File: config.mk
export PLATFORM = sky130hd
export DESIGN_NAME = sap_control_sequencer
export DESIGN_NICKNAME = d
export VERILOG_FILES = /design/src/rtl/sap_pkg.sv /design/src/rtl/sap_control_sequencer.sv
export SDC_FILE = /design/constraint.sdc
export NUM_CORES = 1
export LEC_CHECK = 0
export CAP_MARGIN = 10
export CORE_AREA = 3 3 40 42
export CTS_CLUSTER_DIAMETER = 40
export DETAILED_ROUTE_END_ITERATION = 8
export DIE_AREA = 0 0 43 45
export PLACE_DENSITY = 0.65
export SLEW_MARGIN = 0
export SYNTH_ARGS = -nofsm -noshare
export SYNTH_HDL_FRONTEND = slang
export SYNTH_SLANG_ARGS = --single-unit
File: constraint.sdc
create_clock -name clk -period 1.9 [get_ports clk]
set_clock_uncertainty 0.05 [all_clocks]
set_input_delay 0.38 -clock clk [delete_from_list [all_inputs] [get_ports clk]]
set_output_delay 0.38 -clock clk [all_outputs]
set_load 0.005 [all_outputs]
File: src/rtl/sap_pkg.sv
// Shared SAP definitions: sequencer state encoding, opcode constants, step width.
// WAIT state exists only when SAP_SINGLE_STEP_EN is defined.
package sap_pkg;

    localparam int STEP_W = 2;

    localparam logic [3:0] OP_NOP     = 4'b0000;
    localparam logic [3:0] OP_MOV_A   = 4'b0001;
    localparam logic [3:0] OP_MOV_B   = 4'b0010;
    localparam logic [3:0] OP_LOAD_A  = 4'b0011;
    localparam logic [3:0] OP_LOAD_B  = 4'b0100;
    localparam logic [3:0] OP_STORE_A = 4'b0101;
    localparam logic [3:0] OP_STORE_B = 4'b0110;
    localparam logic [3:0] OP_ADD     = 4'b0111;
    localparam logic [3:0] OP_SUB     = 4'b1000;
    localparam logic [3:0] OP_JMP     = 4'b1001;
    localparam logic [3:0] OP_JZ      = 4'b1010;
    localparam logic [3:0] OP_OUT     = 4'b1011;
    localparam logic [3:0] OP_INC_A   = 4'b1100;
    localparam logic [3:0] OP_DEC_A   = 4'b1101;

    typedef enum logic [2:0] {
        S_BOOT,
        S_FETCH_ADDR,
        S_FETCH_MEM,
`ifdef SAP_SINGLE_STEP_EN
        S_EXEC,
        S_WAIT
`else
        S_EXEC
`endif
    } sap_state_e;

    // Opcodes that put an operand address on the MAR in the first execute step.
    function automatic logic is_mem_op(input logic [3:0] op);
        return (op == OP_LOAD_A) || (op == OP_LOAD_B) ||
               (op == OP_STORE_A) || (op == OP_STORE_B);
    endfunction

    function automatic logic is_load_op(input logic [3:0] op);
        return (op == OP_LOAD_A) || (op == OP_LOAD_B);
    endfunction

endpackage

File: src/rtl/sap_control_sequencer.sv
// SAP fetch/execute sequencer driving the decoder step handshake and memory strobes.
// Optional single-step mode (step_mode/step_req ports, WAIT state) via SAP_SINGLE_STEP_EN.
module sap_control_sequencer
    import sap_pkg::*;
(
    input  logic              clk,
    input  logic              reset,
`ifdef SAP_SINGLE_STEP_EN
    input  logic              step_mode,
    input  logic              step_req,
`endif
    input  logic [3:0]        opcode,
    input  logic [STEP_W-1:0] steps_required,
    output logic              fetch_complete,
    output logic [STEP_W-1:0] step,
    output logic              pc_out,
    output logic              mar_load,
    output logic              ram_read,
    output logic              ir_load,
    output logic              instr_done
);

    sap_state_e        state;
    logic [STEP_W-1:0] cnt;
    logic [STEP_W-1:0] last;
    logic              wait_next;

    // A zero step count still gets one execute cycle.
    assign last = (steps_required == '0) ? '0 : steps_required - 1'b1;

`ifdef SAP_SINGLE_STEP_EN
    assign wait_next = step_mode;
`else
    assign wait_next = 1'b0;
`endif

    always_ff @(posedge clk or posedge reset) begin
        if (reset) begin
            state <= S_BOOT;
            cnt   <= '0;
        end else begin
            case (state)
                S_BOOT: begin
`ifdef SAP_SINGLE_STEP_EN
                    state <= wait_next ? S_WAIT : S_FETCH_ADDR;
`else
                    state <= S_FETCH_ADDR;
`endif
                end
                S_FETCH_ADDR: state <= S_FETCH_MEM;
                S_FETCH_MEM: begin
                    state <= S_EXEC;
                    cnt   <= '0;
                end
                S_EXEC: begin
                    if (cnt == last) begin
                        cnt <= '0;
`ifdef SAP_SINGLE_STEP_EN
                        state <= wait_next ? S_WAIT : S_FETCH_ADDR;
`else
                        state <= S_FETCH_ADDR;
`endif
                    end else begin
                        cnt <= cnt + 1'b1;
                    end
                end
`ifdef SAP_SINGLE_STEP_EN
                S_WAIT: begin
                    if (step_req || !step_mode)
                        state <= S_FETCH_ADDR;
                end
`endif
                default: begin
                    state <= S_BOOT;
                    cnt   <= '0;
                end
            endcase
        end
    end

    always_comb begin
        fetch_complete = 1'b0;
        step           = '0;
        pc_out         = 1'b0;
        mar_load       = 1'b0;
        ram_read       = 1'b0;
        ir_load        = 1'b0;
        instr_done     = 1'b0;
        case (state)
            S_FETCH_ADDR: begin
                pc_out   = 1'b1;
                mar_load = 1'b1;
            end
            S_FETCH_MEM: begin
                ram_read = 1'b1;
                ir_load  = 1'b1;
            end
            S_EXEC: begin
                fetch_complete = 1'b1;
                step           = cnt;
                instr_done     = (cnt == last);
                mar_load       = is_mem_op(opcode) && (cnt == 2'd0);
                ram_read       = is_load_op(opcode) && ((cnt == 2'd1) || (cnt == 2'd2));
            end
            default: ;
        endcase
    end

    logic unused_wait;
    assign unused_wait = wait_next;

endmodule

Word-level counts from Yosys, hierarchy flattened
Index checks and enable logic that the tools add are counted.
{"block": "totals", "ff_bits": 5, "inputBits": 8, "out_inout_bits": 8, "elab_cells": 37}
{"block": "classes", "n_addsub": 2, "eq_ne": 11, "n_mux": 12, "n_reduce_logical": 10}
{"operator": "$eq 4x3->1 const B", "count": 3}
{"operator": "$pmux 3 s4", "count": 1}
{"operator": "$eq 3x2->1 const B", "count": 2}
{"operator": "$mux 2", "count": 3}
{"operator": "$eq 4x2->1 const B", "count": 1}
{"operator": "$logic_not 2->1", "count": 2}
{"operator": "$logic_or 1x1->1", "count": 4}
{"operator": "$mux 1", "count": 4}
{"operator": "$pmux 1 s2", "count": 2}
{"operator": "$pmux 2 s2", "count": 1}
{"operator": "$eq 3x1->1 const B", "count": 1}
{"operator": "$logic_not 3->1", "count": 1}
{"operator": "$mux 3", "count": 1}
{"operator": "$add 2x1->2 const B", "count": 1}
{"operator": "$eq 2x1->1 const B", "count": 1}
{"operator": "$eq 2x2->1", "count": 1}
{"operator": "$eq 2x2->1 const B", "count": 1}
{"operator": "$logic_and 1x1->1", "count": 2}
{"operator": "$ne 2x2->1 const B", "count": 1}
{"operator": "$reduce_or 2->1", "count": 1}
{"operator": "$sub 2x1->2 const B", "count": 1}

Depth between registers and ports, before layout
Gate-level depths: netlist of run 1.
{"block": "logic_depth", "depth_word": 6, "depth_mapped": 5, "mapped_depth_nobuf": 5}

Worst setup path before layout of run 1
OpenSTA, ideal clock, no wires.
{"block": "synth_timing", "path_type": "flip-flop to flip-flop", "start": "reg cnt[0]", "end": "reg state[1]", "setup_ns": 0.125, "t_arrival_ns": 1.304, "required_time_ns": 1.725, "setup_slack_ns": 0.421, "path_stages_with_launch": 4, "path_buffers": 0, "synth_period_minus_slack_ns": 1.479, "cell_sequence": "dfrtp_1 -> and4bb_1 -> nor4b_4 -> mux2_4"}
{"block": "synth_between", "elab_chain_cells": 2}
{"element": "start, declared", "line": "sap_control_sequencer.sv:24", "source": "logic [STEP_W-1:0] cnt;"}
{"element": "start signal, assigned", "line": "sap_control_sequencer.sv:64", "source": "cnt <= cnt + 1'b1;"}
{"element": "$eq 2x2->1", "line": "sap_control_sequencer.sv:56", "source": "if (cnt == last) begin"}
{"element": "$ne 2x2->1 (no line)"}
{"element": "end signal, assigned", "line": "sap_control_sequencer.sv:50", "source": "S_FETCH_ADDR: state <= S_FETCH_MEM;"}
{"element": "end signal, assigned", "line": "sap_control_sequencer.sv:52", "source": "state <= S_EXEC;"}
{"element": "end signal, assigned", "line": "sap_control_sequencer.sv:61", "source": "state <= S_FETCH_ADDR;"}
{"element": "end, declared", "line": "sap_control_sequencer.sv:23", "source": "sap_state_e state;"}
No other way between the ends.
A chain may end at the register's enable or synchronous reset.

Final worst setup path of run 1
{"block": "layout_timing", "start": "reg cnt[1]", "end": "out ram_read"}
{"block": "layout_between", "elab_chain_cells": 4}
{"element": "$eq 2x1->1 or $eq 2x2->1 (tied branches)", "line": "sap_control_sequencer.sv:103", "source": "ram_read = is_load_op(opcode) && ((cnt == 2'd1) || (cnt == 2'd2));"}
{"element": "$logic_or 1x1->1 (*)", "line": "sap_control_sequencer.sv:103"}
{"element": "$logic_and 1x1->1 (*)", "line": "sap_control_sequencer.sv:103"}
{"element": "$pmux 1 s2 (*)", "line": "sap_control_sequencer.sv:89", "source": "case (state)"}
{"element": "end, declared", "line": "sap_control_sequencer.sv:18", "source": "output logic ram_read,"}
Mark *: on every way between the ends. The rest lies on a longest branch, timed or not.

==> results of run 1 <==
synth_stat cells, drive strengths merged:
master,instances
nand3,1
nand2,3
inv,6
mux2,1
o31a,1
and2,2
dfrtp,4
nor4b,1
and4b,1
a21bo,1
nand2b,1
and4bb,1
mux2i,1
o21ai,2
a222oi,1
xnor2,1
o32ai,1
nor3,2
nor2,1
a41o,2
ha,6
o22ai,1
final cells by class:
cell class / count / area, um^2
clock buffer: 3 / 22.5
tap: 15 / 18.8
inverter: 6 / 22.5
multi-input combinational: 31 / 330
fill: 101 / 480
sequential: 4 / 104
timing repair buffer: 36 / 307
power breakdown:
part | switching [uW] | internal [uW] | leakage (uW) | total (uW)
Combinational | 276 | 497 | 0.000359 | 773
Sequential | 60.5 | 129 | 0.0000456 | 189
Clock | 28.9 | 70.3 | 0.0000138 | 99.2
Total | 366 | 696 | 0.000418 | 1060
cells by family (layout without fill, tap and decap cells):
kind of cell | after synthesis | after routing | share of synthesized area [%]
xor gates and xnor gates | 1 | 1 | 2.15
adders and majority gates | 6 | 6 | 18.5
AOI/OAI and AO/OA | 9 | 9 | 18.5
DFF | 4 | 4 | 24.6
and+or+nand+nor | 13 | 13 | 24.6
buffers and inverters | 6 | 45 | 5.54
muxes | 2 | 2 | 6.15
metrics by stage:
step,setup WS (ps),hold WS (ps),instance area [um^2]
floorplan,421,96.1,407
global placement,-378,511,651
detailed placement,-391,517,651
CTS,-26.5,273,764
global route,-29.4,301,805
finish,57.4,278,805
what timing repair did:
item	in CTS	in global routing
resized for setup	21	6
endpoints found under the setup margin	7	6
cloned	0	0
pin swaps	6	1
buffers inserted	8	3
layout by cell type, fill, tap and decap left out, types with 2 or more instances in the layout:
master           instances
o21ai_0                  2
ha_4                     3
dlymetal6s2s_1           2
clkbuf_4                 3
clkdlybuf4s50_1          4
ha_1                     3
nor3_1                   2
clkdlybuf4s15_1          2
inv_1                    4
inv_2                    2
buf_4                   21
a41o_1                   2
nand2_1                  2
dfrtp_2                  3
dlygate4sd2_1            6
routing by layer:
| layer | wire length [um] | part of all wire (%) | track usage (%) |
|---|---|---|---|
| met4 | 22 | 2.1 | 7.83 |
| met1 | 483 | 46 | 16.3 |
| met3 | 72 | 6.9 | 1.99 |
| met5 | 0 | 0 | 0 |
| met2 | 469 | 45 | 19.2 |
how the worst min path moves through the flow:
stage	startpoint	cells past startpoint	to
2_1_floorplan	reset	1	cnt[0]
3_3_place_gp	reset	2	cnt[0]
3_5_place_dp	reset	2	cnt[1]
4_1_cts	reset	2	cnt[0]
5_1_grt	reset	2	cnt[1]
6_report	reset	2	cnt[1]
sequential cells by signal, summed over array words and instances, names as in the netlist:
register / cells
state: 2
cnt: 2
==> out/results.ini, run 1 <==
[run_status]
status=completed

[global_routing]
grt_max_degree=8
grt_overflow=0
grt_pass1_vias=431
grt_pass1_wl_um=1830
grt_usage_pct=12.5
grt_antenna_before_repair=0

[setup_path]
crit_family=flip-flops
worstReg2RegEnd=cnt[1]
crit_buf_inv=2
startpoint=cnt[1]
cp_cell_sequence=inv_1 > ha_4 > a41o_1 > clkdlybuf4s15_2
critPathSlowestCell=dfrtp_1
slowest_delay_ps=400
crit_required_ps=1470
cp_max_fo=5
arrival_ps=1410
startpoint_type=flip-flop
r2r_cells=9
rrSetupSlack_ps=70
regToRegStartpoint=cnt[0]
critPathCapture=ram_read
critical_path_class=flip-flop to output pin
cp-end-kind=output pin
crit_cells=4

[placement]
port_buffers=15
place.gp.congestion=0.705
dp.cells=81
dpl.hpwl_um=734

[yosys]
ys_types=23
syn_area_um2=407
synthCells=41
synth_warnings=0
synth_nets=55
ys_seq_area_share_pct=24.6
synth_area_leader_cell=dfrtp_1
yosys.area.top_type_share_pct=24.6
synth_seq_cells=4
avgSynthCellArea_um2=9.92
synthTopCellsByArea=dfrtp_1 25%, ha_1 18%, nor4b_4 5.8%

[power_and_ir_drop]
finalPower_uw=1060
p_per_area_nw_per_um2=1320
p_leak_uw=0.000418
vdd_drop_max_mv=0.747

[clock_tree]
cts_tree=built
clk_latency_ps=230
clk_pin_slew_ps=40
h-tree-depth=1
cts_made_buffers=3
clock-sinks=4
clockBufferDepth=2
ctsHoldBuffers=0
clockRootBuffer=clkbuf_4

[floorplanning]
initial_utilization_pct=31.6
die_height_um=45
top_level_ports=16
core_um2=1280
die_x_um=43
num_rows=13
die_area_um2=1940

[timing]
rsz0062_at_grt=yes
hold_viol_final=0
period_share_pct=97.0
max_freq_mhz=543
finalSetupViolCount=0
drv_slew=0
slew-limit-headroom_pct=80.1
finalCriticalPeriod_ps=1840
tns_ps=0
worst_pin_slew_ps=299

[run]
maxCapViolCount=0

[routing]
antenna_left=0
wl_per_cell_um=11.0
drcViolationCount=0
viasPerCell=4.63
routed-via-count=440
dr.pass1.iters=5
initialDrtViolationCount=8
wirelength_um=1050

[hold_path]
hold_class=primary input to asynchronous set/reset pin

[finish]
antenna_cells=0
fin_nets=96
stdcell_count=95
fin_util_pct=62.6
drive_gt1_share_pct=51.2
area_growth_pct=97.8

Note: power is estimated with default switching activity, not from simulation.
==> run 2: changes to the inputs <==
- clock period: 1.9 -> 2.35 ns (I/O delays scaled with it)
==> run 2 against run 1 <==
Net effect:
- global-route usage shrank 1.9 points
- sequential share of layout area grew 2.7 points
- total power shrank 38%
- highest routed layer is now met3
- register-to-register slack gained 650 ps
- clock power shrank 16%
- critical endpoint is now instr_done
- combinational power shrank 44%
- hold slack gained 88 ps
- cell count shrank 16%
- non-clock buffer count shrank 15
==> out/results.ini, run 2 (synthesis gave the netlist of run 1 again) <==
[timing]
slew-limit-headroom_pct=79.0
period_share_pct=96.2
hold_viol_final=0
drv_slew=0
finalSetupViolCount=0
fin_ws_ps=89.2
timing.hold.ws_ps=366
tns_ps=0
rsz0062_at_grt=no
worst_pin_slew_ps=315
finalCriticalPeriod_ps=2260
max_freq_mhz=442

[clock_tree]
cts_setup_buffers=0
ctsHoldBuffers=0
clockBufferDepth=2
clockRootBuffer=clkbuf_4
clk_latency_ps=230
cts_tree=built
clock-sinks=4
cts_made_buffers=3
h-tree-depth=1
clk_pin_slew_ps=40

[setup_path]
crit_required_ps=1830
slowest_delay_ps=460
cp-end-kind=output pin
cp_max_fo=4
arrival_ps=1740
startpoint_type=primary input
cp_cell_sequence=clkdlybuf4s50_1 > and4bb_1 > o31a_2 > dlygate4sd2_1
critPathSlowestCell=clkdlybuf4s50_1
critical_path_class=primary input to output pin

[finish]
multi_input_area_um2=284
antenna_cells=0
final-seq-area_um2=100
layout_common_cells=10 x clkdlybuf4s50_1, 6 x inv_1, 6 x ha_1, 6 x buf_4
fin_nets=81
final_common_cell=clkdlybuf4s50_1
area_growth_pct=57.5
drive_gt1_share_pct=23.1
top_regs=cnt x2, state x2
fill_cells=125
stdcell_count=80

[global_routing]
grt_max_degree=9
grt_overflow=0
grt_usage_pct=10.5
grt_pass1_wl_um=1530
grt_antenna_before_repair=0
grt_pass1_vias=327

[placement]
pre_cts_ws_ps=-140
dpl.hpwl_um=728
dp.cells=77
place.gp.congestion=0.625
port_buffers=15

[run_status]
status=completed

[routing]
drcViolationCount=0
viasPerCell=4.80
routed-via-count=384
initialDrtViolationCount=4
wirelength_um=906
wl_per_cell_um=11.3
dr.pass1.iters=4
antenna_left=0

[power_and_ir_drop]
finalPower_uw=654
p_per_area_nw_per_um2=1020
vdd_drop_max_mv=0.540
p_leak_uw=0.000323

[floorplanning]
die_x_um=43
core_um2=1280
die_area_um2=1940
num_rows=13
die_height_um=45
initial_utilization_pct=31.6
top_level_ports=16

[hold_path]
hold_class=primary input to asynchronous set/reset pin

[run]
maxCapViolCount=0

run 2: metal layers:
metal / vias up / global-route usage, % / part of all wire, %
met4: 0 / 7.23 / 0
met3: 0 / 2.79 / 9.3
met2: 13 / 13.5 / 45
met5: - / 0 / 0
li1: 201 / - / -
met1: 170 / 15.1 / 46
run 2: final cells by class:
class	count	area share [%]
inverters	6	3.52
clock buffers	3	3.52
multi-input cells	31	44.3
well taps	15	2.93
repair buffers	21	30.1
flip-flops and latches	4	15.6
run 2: path summary, 6_finish.rpt:
| check | start | slack (ps) | endpoint | cells past startpoint |
|---|---|---|---|---|
| hold / removal | reset | 370 | state[0] | 2 |
| hold reg to reg | state[1] | 520 | state[1] | 1 |
| setup / recovery | steps_required[1] | 90 | instr_done | 4 |
| setup reg to reg | cnt[0] | 720 | state[1] | 4 |
| max in group asynchronous | reset | 1730 | cnt[0] | 2 |
| min in group clk | state[1] | 520 | state[1] | 1 |
run 2: where the power goes:
group          switching (uW)  internal, uW
Sequential               37.3          99.9
Combinational             175           259
Clock                    26.1          57.0
run 2: worst max-delay path, delay by kind of cell:
kind | cells | cell delay, ps
simple gates | 1 | 230
buf+inv | 2 | 720
compound gates | 1 | 310
run 2: what timing repair did:
action,4_1_cts,5_1_grt
endpoints found under the setup margin,3,1
gates resized for setup,4,1
pin swaps,2,0
run 2: per-stage QoR:
stage          instance area (um^2)  util [%]
3_3_place_gp                    621      48.3
6_report                        641      49.9
3_5_place_dp                    621      48.3
2_1_floorplan                   407         -
4_1_cts                         638      49.7
5_1_grt                         641      49.9
